==> src/rtl/instr_fetch_unit.sv <==
// Instruction fetch stage: owns the PC, reads instruction memory over an im_rd/im_rdy handshake and holds the word in ir until the controller acks it.
// Optional macro FETCH_TIMEOUT_EN adds a watchdog on the memory read and a sticky fetch_err flag.
module instr_fetch_unit #(
    parameter int unsigned          ADDR_W   = 16,
    parameter int unsigned          DATA_W   = 32,
    parameter int unsigned          OPC_W    = 6,
    parameter logic [ADDR_W-1:0]    RESET_PC = '0,
    parameter int unsigned          TIMEOUT  = 255
) (
    input  logic              g_clk,
    input  logic              g_clr,
    input  logic              fetch_req,
    input  logic              i_ack,
    input  logic              pc_ld,
    input  logic [ADDR_W-1:0] pc_in,
    input  logic [DATA_W-1:0] im_rdata,
    input  logic              im_rdy,
    output logic [ADDR_W-1:0] im_addr,
    output logic              im_rd,
    output logic [DATA_W-1:0] ir,
    output logic [OPC_W-1:0]  opcode,
    output logic              i_odv,
    output logic [ADDR_W-1:0] pc,
    output logic              fetch_err
);

    typedef enum logic [1:0] {IDLE, RD, VALID} state_t;

    state_t             state, state_nxt;
    logic [ADDR_W-1:0]  pc_nxt, pend_pc, pend_pc_nxt;
    logic [DATA_W-1:0]  ir_nxt;
    logic               flush_pend, flush_pend_nxt;
    logic               timeout_hit;

`ifdef FETCH_TIMEOUT_EN
    localparam int unsigned CNT_W = (TIMEOUT < 2) ? 1 : $clog2(TIMEOUT + 1);
    logic [CNT_W-1:0] cnt, cnt_nxt;
    logic             err_q;

    // Counter is zero outside RD, so every entry into RD starts a fresh count.
    always_comb begin
        cnt_nxt     = '0;
        timeout_hit = 1'b0;
        if (state == RD && !im_rdy) begin
            if (cnt == CNT_W'(TIMEOUT - 1)) timeout_hit = 1'b1;
            else                            cnt_nxt     = cnt + 1'b1;
        end
    end

    always_ff @(posedge g_clk or posedge g_clr) begin
        if (g_clr) begin
            cnt   <= '0;
            err_q <= 1'b0;
        end else begin
            cnt   <= cnt_nxt;
            err_q <= err_q | timeout_hit;
        end
    end

    assign fetch_err = err_q;
`else
    assign timeout_hit = 1'b0;
    assign fetch_err   = 1'b0;
`endif

    always_ff @(posedge g_clk or posedge g_clr) begin
        if (g_clr) begin
            state      <= IDLE;
            pc         <= RESET_PC;
            ir         <= '0;
            pend_pc    <= '0;
            flush_pend <= 1'b0;
        end else begin
            state      <= state_nxt;
            pc         <= pc_nxt;
            ir         <= ir_nxt;
            pend_pc    <= pend_pc_nxt;
            flush_pend <= flush_pend_nxt;
        end
    end

    always_comb begin
        state_nxt      = state;
        pc_nxt         = pc;
        ir_nxt         = ir;
        pend_pc_nxt    = pend_pc;
        flush_pend_nxt = flush_pend;
        unique case (state)
            IDLE: begin
                if (pc_ld)     pc_nxt    = pc_in;
                if (fetch_req) state_nxt = RD;
            end
            RD: begin
                if (pc_ld) begin
                    pend_pc_nxt    = pc_in;
                    flush_pend_nxt = 1'b1;
                end
                if (im_rdy) begin
                    // A redirect seen in the same cycle as the data still kills that word.
                    if (flush_pend || pc_ld) begin
                        pc_nxt         = pc_ld ? pc_in : pend_pc;
                        flush_pend_nxt = 1'b0;
                        state_nxt      = IDLE;
                    end else begin
                        pc_nxt    = pc + 1'b1;
                        ir_nxt    = im_rdata;
                        state_nxt = VALID;
                    end
                end else if (timeout_hit) begin
                    flush_pend_nxt = 1'b0;
                    state_nxt      = IDLE;
                end
            end
            VALID: begin
                if (pc_ld) begin
                    pc_nxt    = pc_in;
                    state_nxt = fetch_req ? RD : IDLE;
                end else if (i_ack) begin
                    state_nxt = fetch_req ? RD : IDLE;
                end
            end
            default: state_nxt = IDLE;
        endcase
    end

    assign im_addr = pc;
    assign im_rd   = (state == RD);
    assign i_odv   = (state == VALID);
    assign opcode  = ir[DATA_W-1 -: OPC_W];

endmodule

==> config.mk <==
export PLATFORM = sky130hd
export DESIGN_NAME = instr_fetch_unit
export DESIGN_NICKNAME = d
export VERILOG_FILES = /design/src/rtl/instr_fetch_unit.sv
export SDC_FILE = /design/constraint.sdc
export NUM_CORES = 1
export LEC_CHECK = 0
export CAP_MARGIN = 25
export CORE_MARGIN = 2
export CORE_UTILIZATION = 35
export DETAILED_ROUTE_END_ITERATION = 12
export DONT_BUFFER_PORTS = 1
export MAX_ROUTING_LAYER = met4
export PLACE_DENSITY = 0.49
export SLEW_MARGIN = 20
export SYNTH_ARGS = -nofsm -noshare
export SYNTH_HDL_FRONTEND = slang
export SYNTH_SLANG_ARGS = --single-unit
export TNS_END_PERCENT = 1
==> constraint.sdc <==
create_clock -name g_clk -period 2.2 [get_ports g_clk]
set_input_delay 0.22 -clock g_clk [delete_from_list [all_inputs] [get_ports g_clk]]
set_output_delay 0.22 -clock g_clk [all_outputs]
set_load 0.05 [all_outputs]
==> results of run 1 <==
-- worst min path at each step --
| stage | slack [ns] | end |
|---|---|---|
| after global placement | 0.23 | ir[26]$_DFFE_PP0P_ |
| final | 0.02 | ir[30]$_DFFE_PP0P_ |
| after floorplan | 0.35 | pend_pc[0]$_DFFE_PP0N_ |
| after global routing | 0.0005 | pend_pc[6]$_DFFE_PP0N_ |
| after CTS | 0.0004 | ir[30]$_DFFE_PP0P_ |
| after detailed placement | 0.22 | ir[0]$_DFFE_PP0P_ |
-- power breakdown --
group	internal (mW)	switching [mW]	total [mW]
Clock	0.641	0.502	1.14
Combinational	0.867	2.22	3.08
Sequential	1.76	1.29	3.06
-- routing by layer --
metal	routed length (um)	vias up
li1	-	1194
met1	3720	1273
met2	4140	93
met3	644	10
met4	65	0
met5	0	-
-- sequential cells by signal, summed over array words and instances, names as in the netlist --
signal	flops
flush_pend	1
im_addr	16
ir	32
state	2
pend_pc	16
-- kinds of logic (layout without fill, tap and decap cells) --
logic type | count (synthesis) | in the layout
buf+inv | 49 | 88
compound gates | 62 | 62
simple gates | 84 | 84
mux | 51 | 51
flops | 67 | 67
other cells | 1 | 1
xor+xnor | 3 | 3
fa+ha+maj | 1 | 1
-- synthesized netlist by cell type, types with 4 or more instances --
library cell,n,area share
a21oi_1,12,0.017
a31oi_1,4,0.0070
and3_1,5,0.0088
buf_2,8,0.011
buf_4,26,0.055
dfrtp_1,67,0.47
inv_1,7,0.0074
mux2_1,41,0.13
mux2_2,7,0.022
nand2_1,17,0.018
nand2b_1,8,0.014
nand3_1,7,0.0098
nor2_1,13,0.014
nor2b_1,5,0.0088
nor3_1,8,0.011
o211ai_1,4,0.0084
o21ai_0,11,0.015
-- worst max-delay path, stage by stage (launching register included) --
cell and delay, ns:
dfrtp_1 0.45, nand4_1 0.30, nor4_4 0.42, a2111oi_2 0.07, nor4_2 0.31
-- metrics by stage --
stage	hold slack (ns)	area (um^2)	instances
2_1_floorplan	0.352	3570	318
5_1_grt	0.000467	4250	490
6_report	0.0186	4250	490
4_1_cts	0.000441	4250	490
3_3_place_gp	0.230	3730	444
3_5_place_dp	0.220	3730	444
-- area by class of cell --
cell class | count | area (um^2)
clock buffers | 10 | 128
clock inverters | 6 | 88.8
fillers | 976 | 5570
inverters | 9 | 33.8
multi-input cells | 202 | 1580
flip-flops and latches | 67 | 1680
well taps | 133 | 166
repair buffers | 63 | 573
-- repair_timing --
action / in CTS / in global routing
endpoints found under the hold margin: 58 / 0
resized for setup: 0 / 0
hold buffers: 30 / 0
setup endpoints to repair: 0 / 0
==> summary.txt, run 1 <==
Placed design
  • Post-DP HPWL: 5800 um
  • Setup WS pre-CTS: 0.531 ns
  • Placer's final routability congestion estimate: 0.781
  • Port-buffer cells: 0

Global routing
  • GRT overflow: 0
  • Vias in the first global route: 2647
  • Grt met1 use: 0.207
  • Largest net degree at the start of global routing: 39
  • Gr busiest metal: met2
  • GRT Util Overall: 0.166
  • Met3 global-route usage: 0.0487
  • Initial antenna violation count: 0
  • First-pass GRT wire length: 13900 um
  • Met2 Track Usage GR: 0.260

Clocking
  • CTS tree: yes
  • Worst-path clk slew: 0.08 ns
  • H-tree depth: 3
  • CTS sink cnt: 67
  • Clock Tree Buf Depth: 2
  • Root buffer cell: clkbuf_8
  • Num CTS Buffers: 9
  • Clock Latency Late Sink: 0.34 ns
  • Post-CTS setup buffers: 0

Drt
  • Routed vias/inst: 5.24
  • Total number of vias: 2570
  • # DRC: 0
  • Antenna-violating nets left: 0
  • Total Wirelength: 8560 um
  • DRT iter0 DRCs: 176
  • 1st-pass router iterations: 4
  • Routed length per instance: 17.5 um

STA
  • Max_slew headroom: 0.585
  • Fin crit period: 1.66 ns
  • Worst-case clock skew: 0.0140 ns
  • Period utilization: 0.753
  • Final hold vios: 0
  • Setup TNS: 0 ns
  • RSZ-0062 raised after global routing: false
  • Fmax: 604 MHz
  • Actual slew at the worst max-slew pin: 0.622 ns
  • Final setup margin: 0.543 ns
  • Pins Over Slew Limit: 0
  • Final setup viols: 0

Finish
  • Share of cells above drive strength 1: 0.199
  • Most frequent cells in the layout: dfrtp_1, mux2_1, buf_4
  • N_diodes: 0
  • Final #Nets: 407
  • Final core area utilization: 0.432
  • P&R area growth vs syn: 18.9%
  • Commonest non-fill, non-tap cell in the layout: dfrtp_1

Yosys
  • Yosys warnings: 0
  • Primary FF master, synth: dfrtp_1
  • Synth Area in XOR/XNOR: 0.00736
  • Synthesized flop and latch total: 67
  • Post-Synth Adder-Cell Area: 0.00351
  • Cells after Synth: 318
  • Main combinational cell family by area after synthesis: multiplexers
  • Post-synthesis compound-gate area fraction: 0.123
  • Mapped Area: 3570 um^2
  • Syn avg cell area: 11.2 um^2
  • Register area share after synthesis: 0.470
  • Asr flop ratio synth: 1.00
  • Post-synth cell types: 59
  • Mapped Nets: 373
  • Simple-gate share of the synthesized area: 0.148
  • Mux cell area share after synthesis: 0.160
  • Post-synth EDFFs: 0

Worst setup path
  • Critical Path RT: 2.42 ns
  • R2R setup slack: 0.54 ns
  • CP endpoint: im_addr[13]$_DFFE_PP0P_
  • Critical path origin: im_addr[7]$_DFFE_PP0P_
  • Worst reg2reg path endpoint: im_addr[13]$_DFFE_PP0P_
  • Setup crit start kind: flop
  • R2R cell count: 4
  • Crit path max fanout: 6
  • CP Class: flop to flop
  • FF-to-FF Start: im_addr[7]$_DFFE_PP0P_
  • Critical path capture point type: flop
  • Worst Path Arrival: 1.88 ns

Flow run
  • Max_cap viols: 0

Worst hold path
  • Hold Startpoint: im_rdata[30]
  • Hold depth: 1
  • Class of the most critical hold timing path: input port to flop

Power
  • Total power draw: 7.28 mW
  • Worst vdd ir: 0.000814 V
  • Power Density: 1710 nW/um^2
  • Static leakage: 1.79 nW

Floorplanning
  • Die Span X: 105 um
  • FP Rows: 36
  • Initial core utilization: 0.364
  • Die Y: 105 um
  • Top Ports: 127
  • Die ar.: 11000 um^2
  • Core area: 9820 um^2

Run status
  • Status: finished clean
(Power assumes the default switching activity.)
==> run 2, diff against run 1 <==
--- a/config.mk
+++ b/config.mk
@@ -11,7 +11,7 @@
 export DETAILED_ROUTE_END_ITERATION = 12
 export DONT_BUFFER_PORTS = 1
 export MAX_ROUTING_LAYER = met4
-export PLACE_DENSITY = 0.49
+export PLACE_DENSITY = 0.51
 export SLEW_MARGIN = 20
 export SYNTH_ARGS = -nofsm -noshare
 export SYNTH_HDL_FRONTEND = slang
==> constraint.sdc (replaced) <==
create_clock -name g_clk -period 1.34 [get_ports g_clk]
set_input_delay 0.134 -clock g_clk [delete_from_list [all_inputs] [get_ports g_clk]]
set_output_delay 0.134 -clock g_clk [all_outputs]
set_load 0.05 [all_outputs]
==> run 2 against run 1 <==
Compared with the run above: the run now ends with setup timing left; global-route usage is 3.0 points higher; register-to-register slack worse by 0.67 ns; utilization is 12 points higher; highest routed layer unchanged; via count is 16% higher; total power is 93% higher; cell count is 21% higher; fmax is 13% higher.
==> summary.txt, run 2 (synthesis results as in run 1) <==
Power
  • Power Density: 2580 nW/um^2
  • Total power draw: 14.0 mW
  • Clock power share: 0.127
  • Logic pwr share: 0.620
  • Worst vdd ir: 0.00169 V
  • Reg power frac: 0.254
  • Static leakage: 2.40 nW
  • Switch share: 0.512
  • Int Pwr: 6.85 mW
  • Switching pwr: 7.19 mW

Finish
  • N_diodes: 0
  • Max reg flops: 32
  • Most frequent cells in the layout: buf_4, dfrtp_1, dlygate4sd3_1
  • P&R area growth vs syn: 52.4%
  • Largest reg by FF count: ir
  • Final #Nets: 512
  • Fin area: 5440 um^2
  • Commonest non-fill, non-tap cell in the layout: buf_4
  • Fill count: 869
  • Share of cells above drive strength 1: 0.439
  • Post-route insts no fill: 595

Worst setup path
  • Crit path max fanout: 6
  • Critical path capture point type: flop
  • R2R cell count: 4
  • Critical Path RT: 1.62 ns
  • Setup crit start kind: flop
  • CP Class: flop to flop
  • Worst Path Arrival: 1.75 ns

Drt
  • Routed length per instance: 17.1 um
  • DRT iter0 DRCs: 84
  • Antenna-violating nets left: 0
  • Total number of vias: 2990
  • Routed vias/inst: 5.03
  • # DRC: 0
  • 1st-pass router iterations: 5
  • Total Wirelength: 10200 um

Floorplanning
  • Initial core utilization: 0.364
  • Core area: 9820 um^2
  • Top Ports: 127
  • Die Span X: 105 um
  • Die Y: 105 um
  • FP Rows: 36
  • Die ar.: 11000 um^2

STA
  • Worst-case clock skew: 0.0102 ns
  • Setup TNS: -4.71 ns
  • Hold WS: 0.0294 ns
  • Fin crit period: 1.47 ns
  • Fmax: 680 MHz
  • Final setup viols: 63
  • Pins Over Slew Limit: 0
  • Final setup margin: -0.130 ns
  • RSZ-0062 raised after global routing: true
  • Period utilization: 1.10
  • Final hold vios: 0

Run status
  • Failing checks: setup timing
  • Status: finished with violations

Clocking
  • CTS tree: yes
  • CTS sink cnt: 67
  • Clock Tree Buf Depth: 2
  • Worst-path clk slew: 0.08 ns
  • H-tree depth: 3
  • Root buffer cell: clkbuf_8
  • Clock Latency Late Sink: 0.34 ns
  • Num CTS Buffers: 9

Placed design
  • DP Cell Count: 518
  • Placer's final routability congestion estimate: 0.849
  • Post-DP HPWL: 6670 um
  • Port-buffer cells: 0
  • Placed Area: 4310 um^2

Global routing
  • First-pass GRT wire length: 16700 um
  • Initial antenna violation count: 0
  • GRT overflow: 0
  • Vias in the first global route: 3242
  • Largest net degree at the start of global routing: 68
  • GRT Util Overall: 0.196

Worst hold path
  • Class of the most critical hold timing path: input port to flop
  • Hold depth: 2

Flow run
  • Max_cap viols: 0
-- run 2: cell count changes in the layout (fill, tap and decap cells not counted), moves of 13 or more --
cell | previous run | this run
buf_4 | 31 | 95
mux2_1 | 41 | 16
mux2_4 | 0 | 25
dlygate4sd3_1 | 30 | 53
buf_6 | 0 | 13
-- run 2: stage by stage --
step           utilization  worst slack (ns)
2_1_floorplan            -            -0.611
3_3_place_gp         0.439            -0.183
3_5_place_dp         0.439            -0.200
4_1_cts              0.540            -0.116
5_1_grt              0.554            -0.189
6_report             0.554            -0.130
-- run 2: final timing paths --
check | end | from | slack (ns)
max | im_addr[15]$_DFFE_PP0P_ | im_addr[2]$_DFFE_PP0P_ | -0.13
min | im_addr[8]$_DFFE_PP0P_ | pc_in[8] | 0.03
min reg2reg | pend_pc[8]$_DFFE_PP0N_ | pend_pc[8]$_DFFE_PP0N_ | 0.49
max reg2reg | im_addr[15]$_DFFE_PP0P_ | im_addr[2]$_DFFE_PP0P_ | -0.13
max in group asynchronous | state[0]$_DFFE_PP0P_ | g_clr | 0.65
min in group asynchronous | ir[27]$_DFFE_PP0P_ | g_clr | 0.36
-- run 2: timing repair --
action | in CTS | in global routing
buffers inserted | 5 | 2
endpoints found under the hold margin | 123 | 0
resized for setup | 51 | 25
cloned | 1 | 0
endpoints found under the setup margin | 70 | 75
pin swaps | 8 | 10
hold buffers | 53 | 0
-- run 2: final cells by class --
type | instances | area (um^2) | share of cell area
Inverter | 9 | 37.5 | 0.00690
Clock buffer | 9 | 124 | 0.0228
Sequential cell | 67 | 1680 | 0.309
Timing Repair Buffer | 168 | 1530 | 0.282
Clock inverter | 7 | 82.6 | 0.0152
Multi-Input combinational cell | 202 | 1820 | 0.334
Tap cell | 133 | 166 | 0.0306
-- run 2: metal layers --
layer  global-route usage  vias up  share of wire
li1                     -     1406              -
met1                0.250     1470           0.44
met2                0.314      102           0.49
met3               0.0430       12          0.047
met4               0.0552        0          0.014
met5                    -        -              0
-- run 2: critical path, stage by stage, from the launching register on --
cell and delay, ns:
dfrtp_1 0.40, nand4_4 0.18, nor4_4 0.47, mux2i_1 0.22
and2_1 0.14
-- run 2: power groups by stage --
stage	combinational (mW)	sequential [mW]	clock (mW)
6_report	8.70	3.56	1.78
5_1_grt	9.10	3.68	1.94
4_1_cts	8.46	3.53	1.86
3_5_place_dp	7.80	3.54	0
3_3_place_gp	7.75	3.49	0
2_1_floorplan	3.29	6.09	0
